## src/rtl/instruction_fetch_unit.sv

```systemverilog
// Instruction fetch front end: drives a registered byte address into an async ROM,
// samples the word RD_WAIT cycles later and queues {instr, pc} pairs for decode.
module instruction_fetch_unit #(
  parameter int unsigned RD_WAIT    = 2,
  parameter int unsigned FIFO_DEPTH = 2,
  parameter logic [63:0] RESET_PC   = 64'h0
) (
  input  logic        CLK,
  input  logic        Reset,
  output logic [63:0] Address,
  input  logic [31:0] Data,
  output logic [31:0] InstrOut,
  output logic [63:0] PCOut,
  output logic        InstrValid,
  input  logic        InstrReady,
  input  logic        Redirect,
  input  logic [63:0] RedirectPC,
  output logic        Stalled
);
  localparam int unsigned PTR_W     = (FIFO_DEPTH > 1) ? $clog2(FIFO_DEPTH) : 1;
  localparam int unsigned CNT_W     = PTR_W + 1;
  localparam logic [3:0]  WAIT_INIT = 4'(RD_WAIT);

  typedef enum logic [1:0] {S_WAIT, S_SAMPLE, S_STALL} state_t;

  state_t             r_state, w_state_nx;
  logic [3:0]         r_wait;
  logic [63:0]        r_addr;
  logic [31:0]        r_instr [FIFO_DEPTH];
  logic [63:0]        r_pc    [FIFO_DEPTH];
  logic [PTR_W-1:0]   r_rd_ptr, r_wr_ptr;
  logic [CNT_W-1:0]   r_count;
  logic               w_pop, w_space, w_push;

  assign InstrValid = (r_count != '0);
  assign w_pop      = InstrValid & InstrReady;
  // A pop on the same edge frees a slot, so a full FIFO can still accept.
  assign w_space    = (r_count < CNT_W'(FIFO_DEPTH)) | w_pop;
  assign Address    = r_addr;
  assign InstrOut   = r_instr[r_rd_ptr];
  assign PCOut      = r_pc[r_rd_ptr];
  assign Stalled    = (r_state == S_STALL);

  always_comb begin
    w_state_nx = r_state;
    w_push     = 1'b0;
    case (r_state)
      S_WAIT:   if (r_wait <= 4'd1) w_state_nx = S_SAMPLE;
      S_SAMPLE,
      S_STALL: begin
        if (w_space) begin
          w_push     = 1'b1;
          w_state_nx = S_WAIT;
        end else begin
          w_state_nx = S_STALL;
        end
      end
      default:  w_state_nx = S_WAIT;
    endcase
  end

  always_ff @(posedge CLK or posedge Reset) begin
    if (Reset) begin
      r_state  <= S_WAIT;
      r_wait   <= WAIT_INIT;
      r_addr   <= RESET_PC;
      r_rd_ptr <= '0;
      r_wr_ptr <= '0;
      r_count  <= '0;
      for (int i = 0; i < int'(FIFO_DEPTH); i++) begin
        r_instr[i] <= '0;
        r_pc[i]    <= '0;
      end
    end else if (Redirect) begin
      // Redirect wins over any push/pop: the sampled word and the pop are both dropped.
      r_state  <= S_WAIT;
      r_wait   <= WAIT_INIT;
      r_addr   <= {RedirectPC[63:2], 2'b00};
      r_rd_ptr <= '0;
      r_wr_ptr <= '0;
      r_count  <= '0;
    end else begin
      r_state <= w_state_nx;
      if (r_state == S_WAIT) r_wait <= r_wait - 4'd1;
      if (w_push) begin
        r_instr[r_wr_ptr] <= Data;
        r_pc[r_wr_ptr]    <= r_addr;
        r_wr_ptr          <= r_wr_ptr + 1'b1;
        r_addr            <= r_addr + 64'd4;
        r_wait            <= WAIT_INIT;
      end
      if (w_pop) r_rd_ptr <= r_rd_ptr + 1'b1;
      r_count <= r_count + CNT_W'(w_push) - CNT_W'(w_pop);
    end
  end
endmodule
```

## config.mk

```make
export PLATFORM = sky130hd
export DESIGN_NAME = instruction_fetch_unit
export DESIGN_NICKNAME = d
export VERILOG_FILES = /design/src/rtl/instruction_fetch_unit.sv
export SDC_FILE = /design/constraint.sdc
export NUM_CORES = 1
export LEC_CHECK = 0
export CAP_MARGIN = 25
export CORE_MARGIN = 2
export CORE_UTILIZATION = 52
export DETAILED_ROUTE_END_ITERATION = 8
export GPL_TIMING_DRIVEN = 0
export PLACE_DENSITY = 0.81
export SETUP_SLACK_MARGIN = 0.5
export SLEW_MARGIN = 10
export SYNTH_ARGS = -nofsm -noshare
export SYNTH_HDL_FRONTEND = slang
export SYNTH_SLANG_ARGS = --single-unit
```

## constraint.sdc

```tcl
create_clock -name CLK -period 14 [get_ports CLK]
set_input_delay 4.2 -clock CLK [delete_from_list [all_inputs] [get_ports CLK]]
set_output_delay 4.2 -clock CLK [all_outputs]
set_load 0.01 [all_outputs]
```

* After elaboration in Yosys (flattened, before gate mapping)
Index checks and enable logic that the tools add are counted.
Widths: inputs -> output; s select.
** Word-level totals
- Register bits :: 266
- Logic and storage cells :: 65
** Cells by class
- Add/sub/neg operators :: 6
- $lt $le $gt $ge :: 5
- Equal/unequal tests :: 3
- Multiplexer cells :: 28
- Bitwise operators :: 5
- Reductions and logical operators :: 8
** Operator list (count)
- $mux 64 :: 6
- $bwmux 128 :: 1
- $mux 32 :: 4
- $add 64x3->64 const B :: 1
- $bwmux 64 :: 1
- $demux 64 s1 :: 1
- $demux 32 s1 :: 1
- $mux 4 :: 3
- $mux 2 :: 4
- $mux 1 :: 6
- $reduce_bool 2->1 :: 3
- $ge 2x2->1 const B :: 2
- $le 4x1->1 const B :: 1
- $not 1->2 :: 2
- $pmux 2 s2 :: 1
- $sub 4x1->4 const B :: 1
- $ne 3x3->1 const B :: 1
- $reduce_bool 3->1 :: 1
- $add 1x1->1 const B :: 2
- $add 2x1->2 :: 1
- $eq 2x1->1 const B :: 1
- $eq 2x2->1 const B :: 1
- $logic_not 2->1 :: 1
- $lt 2x1->1 const B :: 1
- other kinds (8) :: 8

* Longest topological paths before layout
Gate-level depths: netlist (run 1).
- Depth in word-level cells :: 8
- Depth in mapped cells :: 11
- Gate-level depth less buffers :: 10

* Least setup slack after synthesis (run 1)
OpenSTA, ideal clock, no wires.
- Path kind :: input to register
- Start :: in InstrReady
- End :: reg r_instr[50] (netlist bit)
- Setup time :: 0.125 ns
- Arrival :: 5.874 ns
- Data required time :: 13.875 ns
- Setup slack :: 8.001 ns
- Stages on the path :: 8
- Cells stage by stage :: nand2b_1 -> and2_1 -> buf_2 -> inv_1 -> nor3_1 -> clkbuf_1 -> buf_2 -> mux2_2
** Between the ends
- Longest elaborated chain between the ends :: 5
** RTL lines
- start, declared :: RTL line 15 : input logic InstrReady,
- $and 1x1->1 :: RTL line 36 : assign w_pop = InstrValid & InstrReady;
- $or 1x1->1 :: RTL line 38 : assign w_space = (r_count < CNT_W'(FIFO_DEPTH)) | w_pop;
- $mux 1 :: RTL line 51 : if (w_space) begin
- $mux 1 :: RTL line 47 : case (r_state)
- $reduce_and 2->1 (no line)
- end signal, assigned by index :: RTL line 86 : r_instr[r_wr_ptr] <= Data;
- end, declared :: RTL line 29 : logic [31:0] r_instr [FIFO_DEPTH];
No other way between the ends.
A chain may end at the register's enable or synchronous reset.

* Worst setup path after layout (run 1)
- Start :: reg r_rd_ptr
- End :: out PCOut[27]
** Between the ends
- Longest elaborated chain between the ends :: 4
** RTL lines
- start, declared :: RTL line 31 : logic [PTR_W-1:0] r_rd_ptr, r_wr_ptr;
- start signal, assigned :: RTL line 92 : if (w_pop) r_rd_ptr <= r_rd_ptr + 1'b1;
- $not 1->2 (implied by the code) :: RTL line 41 : assign PCOut = r_pc[r_rd_ptr];
- $mux 64 (implied by the code) (3 in a row) :: RTL line 41
- end, declared :: RTL line 13 : output logic [63:0] PCOut,
No other way between the ends. The select of a mux whose other input is x is not followed.

==> summary.md, run 1 <==
| Metric | Value |
|---|---|
| # Post-CTS Setup Buffers | `0` |
| Mux cell area share after synthesis | `0.2508` |
| CP peak stage delay | `just under 0.7 ns` |
| Slew Viols, Final | `0` |
| DIE HEIGHT | `158.3 µm` |
| Met2 usage | `0.4530` |
| Rel. slew slack | `0.3798` |
| Synth Area in Adders | `0.008082` |
| Setup Viol. Count Final | `0` |
| Peak VDD IR | `0.0001449 V` |
| Routed wire length per instance | `~21 µm` |
| Global-route wire length before repair | `52660 µm` |
| Post-cts resize count | `0` |
| Min Hold Slack | `0.4853 ns` |
| Pwr dens | `about 200 nW/µm²` |
| EDFF count, synth | `0` |
| Layout Skew | `around 0.01 ns` |
| Syn avg cell area | `12.05 µm²` |
| Hold-fix buffers at CTS | `0` |
| Gr usage total | `0.2703` |
| Most frequent CP cell | `clkbuf_1` |
| Unrepaired setup endpoints after global routing | `no` |
| Post-Synth XOR/XNOR Area | `0.02617` |
| F_max | `133.8 MHz` |
| Crit Path Max Fanout | `10` |
| Final Hold Viols | `0` |
| Global route overflow | `0` |
| Max Cap Viol | `0` |
| Largest net degree at the start of global routing | `90` |
| Placer Congestion | `0.8531` |
| Synth warn | `0` |
| Gate Count Post-Synth | `around 1000` |
| Total Power | `3377 µW` |
| Layout cells sized above 1 | `0.2614` |
| Initial DRC Count | `513` |
| Met3 Use GR | `0.07104` |
| Synth cell types | `49` |
| Sequential-to-total area share from yosys stat | `0.5255` |
| FILL cells | `around 1700` |
| Vias in the first global route | `9613` |
| Pin slew with the least headroom to its limit | `slightly above 0.9 ns` |
| WS Path Type | `reg -> out` |
| Sink Count | `260` |
| Top-count cell post-synth | `mux2_2` |
| Worst path bufs/invs | `4` |
| Area growth syn-to-layout | `33.36%` |
| Share of the synthesized area in the top cell type | `0.5233` |
| Compound-cell area share of the yosys netlist | `0.04809` |
| Cell taking the most area after synthesis | `dfrtp_1` |
| CTS tree | `built` |
| Endpoint class of the critical path | `primary output` |
| Dpl ws | `6.529 ns` |
| Detailed Route WL | `34120 µm` |
| IO Count | `about 260` |
| Minimum clock period | `7.476 ns` |
| Family with the most delay on the worst path | `buffers and inverters` |
| Most instantiated cells after synthesis | `mux2_2, dfrtp_1, nand2_1` |
| Die Wd | `between 150 and 200 µm` |
| H-tree depth | `1` |
| Final antenna-violating net count | `0` |
| Synth async-reset ratio | `1.000` |
| Critical Path Source Type | `flop` |
| Setup_tns | `0 ns` |
| DIE AREA | `between 20000 and 30000 µm²` |
| Antenna Diode Count | `0` |
| Post-DR vias/cell | `5.737` |
| Worst Hold Class | `reg -> reg` |
| FF+latch count, synth | `260` |
| Syn Std Cell Area | `12380 µm²` |
| Synth Flop Type | `dfrtp_1` |
| Met1 Track Usage GR | `0.3524` |
| WP data required | `~9.8 ns` |
| Pre-antenna DRT Iters | `5` |
| Clock root cell | `clkbuf_16` |
| Outcome | `complete, no violations` |
| DR vias | `~9500` |
| Num CTS Buffers | `28` |
| Clk_lat worst skew | `0.55 ns` |
| Initial antenna violation count | `0` |
| Final worst slack | `6.524 ns` |
| DP Wirelength | `23540 µm` |
| CP arrival | `3.28 ns` |
| Clock Path Buffers | `3` |
| Period utilization | `0.5340` |
| Top cells by area, synth | `dfrtp_1, mux2_2, nand2_1, o21ai_0, xnor2_1` |
| Simple-gate share of the synthesized area | `0.1129` |
| Largest family of logic cells by synthesized area | `multiplexers` |
| Pleak | `0.006740 µW` |
| Clock transition at path regs | `~0.060 ns` |
| Max stage delay cell, worst path | `buf_1` |
| Starting density of the core | `0.5292` |
| Core area | `between 20000 and 25000 µm²` |
| Placement Rows | `56` |
| Critical path cell sequence | `clkbuf_1, buf_1, clkbuf_1, mux2_2, clkdlybuf4s50_1` |
| Layout Nets | `between 1000 and 1500` |
| # DRC | `0` |
| IO buf count | `255` |
| Busiest metal layer after global routing | `met2` |
## sequential cells by signal, indices dropped and copies added, names as in the netlist
| signal | count |
|---|---|
| Address | 62 |
| r_count | 2 |
| r_instr | 64 |
| r_pc | 124 |
| r_rd_ptr | 1 |
| r_state | 2 |
| r_wait | 4 |
| r_wr_ptr | 1 |
## cell usage in the layout, fill, tap and decap left out, types with 26 or more instances in the layout
cell type	count
clkbuf_1	50
clkbuf_16	29
clkdlybuf4s50_1	255
dfrtp_1	259
mux2_2	274
nand2_1	73
nand3_1	37
nor2_1	36
o21ai_0	47
xnor2_1	26
## area by class of cell
type	count	area, µm²	area share
flip-flops and latches	260	6507	0.3940
well taps	319	399.1	0.02417
multi-input cells	685	5538	0.3353
clock inverters	16	317.8	0.01924
inverters	17	71.32	0.004318
plain buffers	69	286.5	0.01735
repair buffers	257	2608	0.1579
clock buffers	35	788.3	0.04773
## final timing paths
check	startpoint	endpoint	slack, ns	cells past startpoint
setup / recovery	r_rd_ptr	PCOut[27]	6.52	5
hold / removal	r_pc[27]	r_pc[27]	0.49	2
setup reg to reg	r_state[1]	r_pc[106]	10.65	9
hold reg to reg	r_pc[27]	r_pc[27]	0.49	2
max in group asynchronous	Reset	r_pc[27]	8.97	3
min in group asynchronous	Reset	r_pc[57]	4.15	2
## stage by stage
step,cell area [µm²],cells,utilization
floorplan,12400,1031,-
global placement,15350,1605,0.6558
detailed placement,15410,1607,0.6585
CTS,16520,1658,0.7057
global route,16520,1658,0.7057
finish,16520,1658,0.7057
## routing by layer
| layer | up-vias | share of wire |
|---|---|---|
| met1 | 4755 | 0.41 |
| met3 | 67 | 0.086 |
| li1 | 4321 | - |
| met5 | - | 0 |
| met2 | 369 | 0.49 |
| met4 | 0 | 0.022 |
## logic make-up (layout without fill, tap and decap cells)
| logic type | count (synthesis) | count (layout) |
|---|---|---|
| DFF | 260 | 260 |
| and+or+nand+nor | 262 | 262 |
| other | 1 | 4 |
| xor gates and xnor gates | 37 | 37 |
| buffers and inverters | 86 | 394 |
| AOI/OAI and AO/OA | 98 | 98 |
| muxes | 276 | 276 |
| adders and majority gates | 8 | 8 |
## report_power, final
part | total (µW) | internal (µW) | switching [µW]
logic | 1290 | 789 | 502
clock network | 875 | 564 | 311
registers | 1210 | 1040 | 169
total | 3380 | 2390 | 982
## worst min-delay path, cell delays in order (launching register included)
cell and delay (ns):
dfrtp_1 0.34, nand2_1 0.05, o21ai_0 0.06
No activity file was read; power rests on OpenSTA's default activity.
==> inputs of run 2 (changes only) <==
==> constraint.sdc (replaced) <==
create_clock -name CLK -period 7.3 [get_ports CLK]
set_input_delay 2.19 -clock CLK [delete_from_list [all_inputs] [get_ports CLK]]
set_output_delay 2.19 -clock CLK [all_outputs]
set_load 0.01 [all_outputs]
==> summary.md, run 2 (synthesized netlist as in run 1, its figures left out) <==
| Metric | Value |
|---|---|
| Clock Path Buffers | `3 (unchanged)` |
| F_max | `183.9 MHz` |
| DP Wirelength | `24030 µm (was 23540 µm)` |
| Vias in the first global route | `9673 (was 9613)` |
| Die Wd | `158.3 µm (unchanged)` |
| Layout cells sized above 1 | `0.2591 (was 0.2614)` |
| CTS tree | `built (unchanged)` |
| Area growth syn-to-layout | `32.21% (was 33.36%)` |
| Endpoint class of the critical path | `primary output (unchanged)` |
| Sink Count | `260 (unchanged)` |
| Detailed Route WL | `33530 µm (was 34120 µm)` |
| Max Cap Viol | `0 (unchanged)` |
| Largest net degree at the start of global routing | `41 (was 90)` |
| Starting density of the core | `0.5292 (unchanged)` |
| Critical Path Source Type | `flop (unchanged)` |
| Placement Rows | `56 (unchanged)` |
| DIE AREA | `25070 µm² (unchanged)` |
| Min-delay src | `r_pc[27] (unchanged)` |
| Layout Nets | `1431 (was 1426)` |
| Commonest non-fill, non-tap cells in the layout | `mux2_2, dfrtp_1, clkdlybuf4s50_1 (unchanged)` |
| Initial antenna violation count | `0 (unchanged)` |
| Core area | `23400 µm² (unchanged)` |
| Slew Viols, Final | `0 (unchanged)` |
| # DRC | `0 (unchanged)` |
| Clock root cell | `clkbuf_16 (unchanged)` |
| Setup_tns | `0 ns (unchanged)` |
| Gr usage total | `0.2665 (was 0.2703)` |
| Pre-antenna DRT Iters | `5 (unchanged)` |
| Global route overflow | `0 (unchanged)` |
| Most flops, register | `r_pc (unchanged)` |
| Post-DR vias/cell | `5.693 (was 5.737)` |
| Unrepaired setup endpoints after global routing | `no (unchanged)` |
| Setup Viol. Count Final | `0 (unchanged)` |
| Period utilization | `0.7447` |
| Global-route wire length before repair | `52360 µm (was 52660 µm)` |
| Peak VDD IR | `0.0002241 V (was 0.0001449 V)` |
| H-tree depth | `1 (unchanged)` |
| Clk_lat worst skew | `0.53 ns (was 0.55 ns)` |
| # Post-CTS Setup Buffers | `0 (unchanged)` |
| Pleak | `0.006679 µW (was 0.006740 µW)` |
| WP data required | `5.11 ns (was 9.80 ns)` |
| Final Hold Viols | `0 (unchanged)` |
| Placer Congestion | `0.8632 (was 0.8531)` |
| DIE HEIGHT | `158.3 µm (unchanged)` |
| Final antenna-violating net count | `0 (unchanged)` |
| Pwr dens | `375.7 nW/µm² (was 204.5 nW/µm²)` |
| Num CTS Buffers | `28 (unchanged)` |
| Clock transition at path regs | `0.06 ns (about the same)` |
| Initial DRC Count | `627 (was 513)` |
| Outcome | `complete, no violations (unchanged)` |
| Rel. slew slack | `0.3798 (about the same)` |
| CP startpoint | `r_rd_ptr (unchanged)` |
| CP arrival | `3.25 ns (was 3.28 ns)` |
| Crit Path Max Fanout | `10 (unchanged)` |
| Leading cell type in the layout, fill and taps excluded | `mux2_2 (unchanged)` |
| Minimum clock period | `5.436 ns` |
| Routed wire length per instance | `20.17 µm (was 20.58 µm)` |
| Worst Hold Class | `reg -> reg (unchanged)` |
| Hold-fix buffers at CTS | `0 (unchanged)` |
| Layout Skew | `0.009766 ns (was 0.01024 ns)` |
| Worst R2R Start | `r_state[1] (unchanged)` |
| Number of flip-flops in the largest register | `124 (unchanged)` |
| DR vias | `9462 (was 9512)` |
| Antenna Diode Count | `0 (unchanged)` |
| IO buf count | `255 (unchanged)` |
| Min Hold Slack | `0.4818 ns (was 0.4853 ns)` |
| IO Count | `262 (unchanged)` |
| Pin slew with the least headroom to its limit | `0.9219 ns (was 0.9303 ns)` |
| Reg-to-reg slack, setup | `3.92 ns (was 10.65 ns)` |
| Post-cts resize count | `0 (unchanged)` |
| WS Path Type | `reg -> out (unchanged)` |
## run 2: cell count changes in the layout (fill, tap and decap cells not counted), moves of 3 or more
| cell | previous run | this run |
|---|---|---|
| buf_12 | 0 | 7 |
| clkinv_2 | 3 | 6 |
| bufinv_16 | 9 | 0 |
| clkbuf_1 | 50 | 56 |
| clkbuf_8 | 4 | 7 |
## run 2: routing by layer
layer | up-vias | global-route usage | share of wire
met2 | 357 | 0.4460 | 0.48
met4 | 0 | 0.06564 | 0.021
met3 | 55 | 0.07186 | 0.093
met5 | - | 0 | 0
met1 | 4728 | 0.3469 | 0.41
li1 | 4322 | - | -
## run 2: final timing paths
path | depth (start not counted) | endpoint
max | 5 | PCOut[17]
min | 2 | r_pc[27]
max reg2reg | 9 | r_pc[97]
min reg2reg | 2 | r_pc[27]
max in group asynchronous | 5 | r_pc[78]
min in group asynchronous | 2 | r_pc[53]
## run 2: metrics by stage
stage | instances | total power (µW) | utilization | setup slack, ns | area, µm²
after floorplan | 1031 | 3666 | - | 1.683 | 12400
after global placement | 1605 | 4725 | 0.6560 | -0.1826 | 15350
after detailed placement | 1612 | 4812 | 0.6619 | 1.782 | 15490
after CTS | 1662 | 6195 | 0.6996 | 1.875 | 16370
after global routing | 1662 | 6486 | 0.6996 | 1.750 | 16370
final | 1662 | 6151 | 0.6996 | 1.864 | 16370
## run 2: area by class of cell
cell class	count	area (µm²)
plain buffers	69	286.5
clock buffers	44	852.1
clock inverters	6	30.03
fillers	1753	7029
inverters	17	67.56
multi-input cells	685	5538
flip-flops and latches	260	6507
well taps	319	399.1
repair buffers	262	2693
## run 2: worst max-delay path: stages, from the launching register on
cell             delay, ns
dfrtp_1               0.33
clkbuf_1              0.20
buf_1                 0.69
clkbuf_1              0.58
mux2_2                0.42
clkdlybuf4s50_1       0.49
## run 2: power breakdown
part           switching [µW]  internal (µW)
Combinational             958           1520
Clock                     563            794
Sequential                320           2000
Total                    1840           4310
==> inputs of run 3 (changes only) <==
==> constraint.sdc (replaced) <==
create_clock -name CLK -period 5.57 [get_ports CLK]
set_input_delay 1.671 -clock CLK [delete_from_list [all_inputs] [get_ports CLK]]
set_output_delay 1.671 -clock CLK [all_outputs]
set_load 0.01 [all_outputs]
==> results of run 3 <==
Same layout as run 2 (identical final DEF). Status: complete, no violations.
Among the figures that moved: setup slack after placement 1.782 ns -> 0.5715 ns; setup slack after layout 1.864 ns -> 0.6526 ns; register-to-register setup slack 3.92 ns -> 2.19 ns; total power 6151 µW -> 8061 µW; worst IR drop on VDD 0.0002241 V -> 0.0002938 V
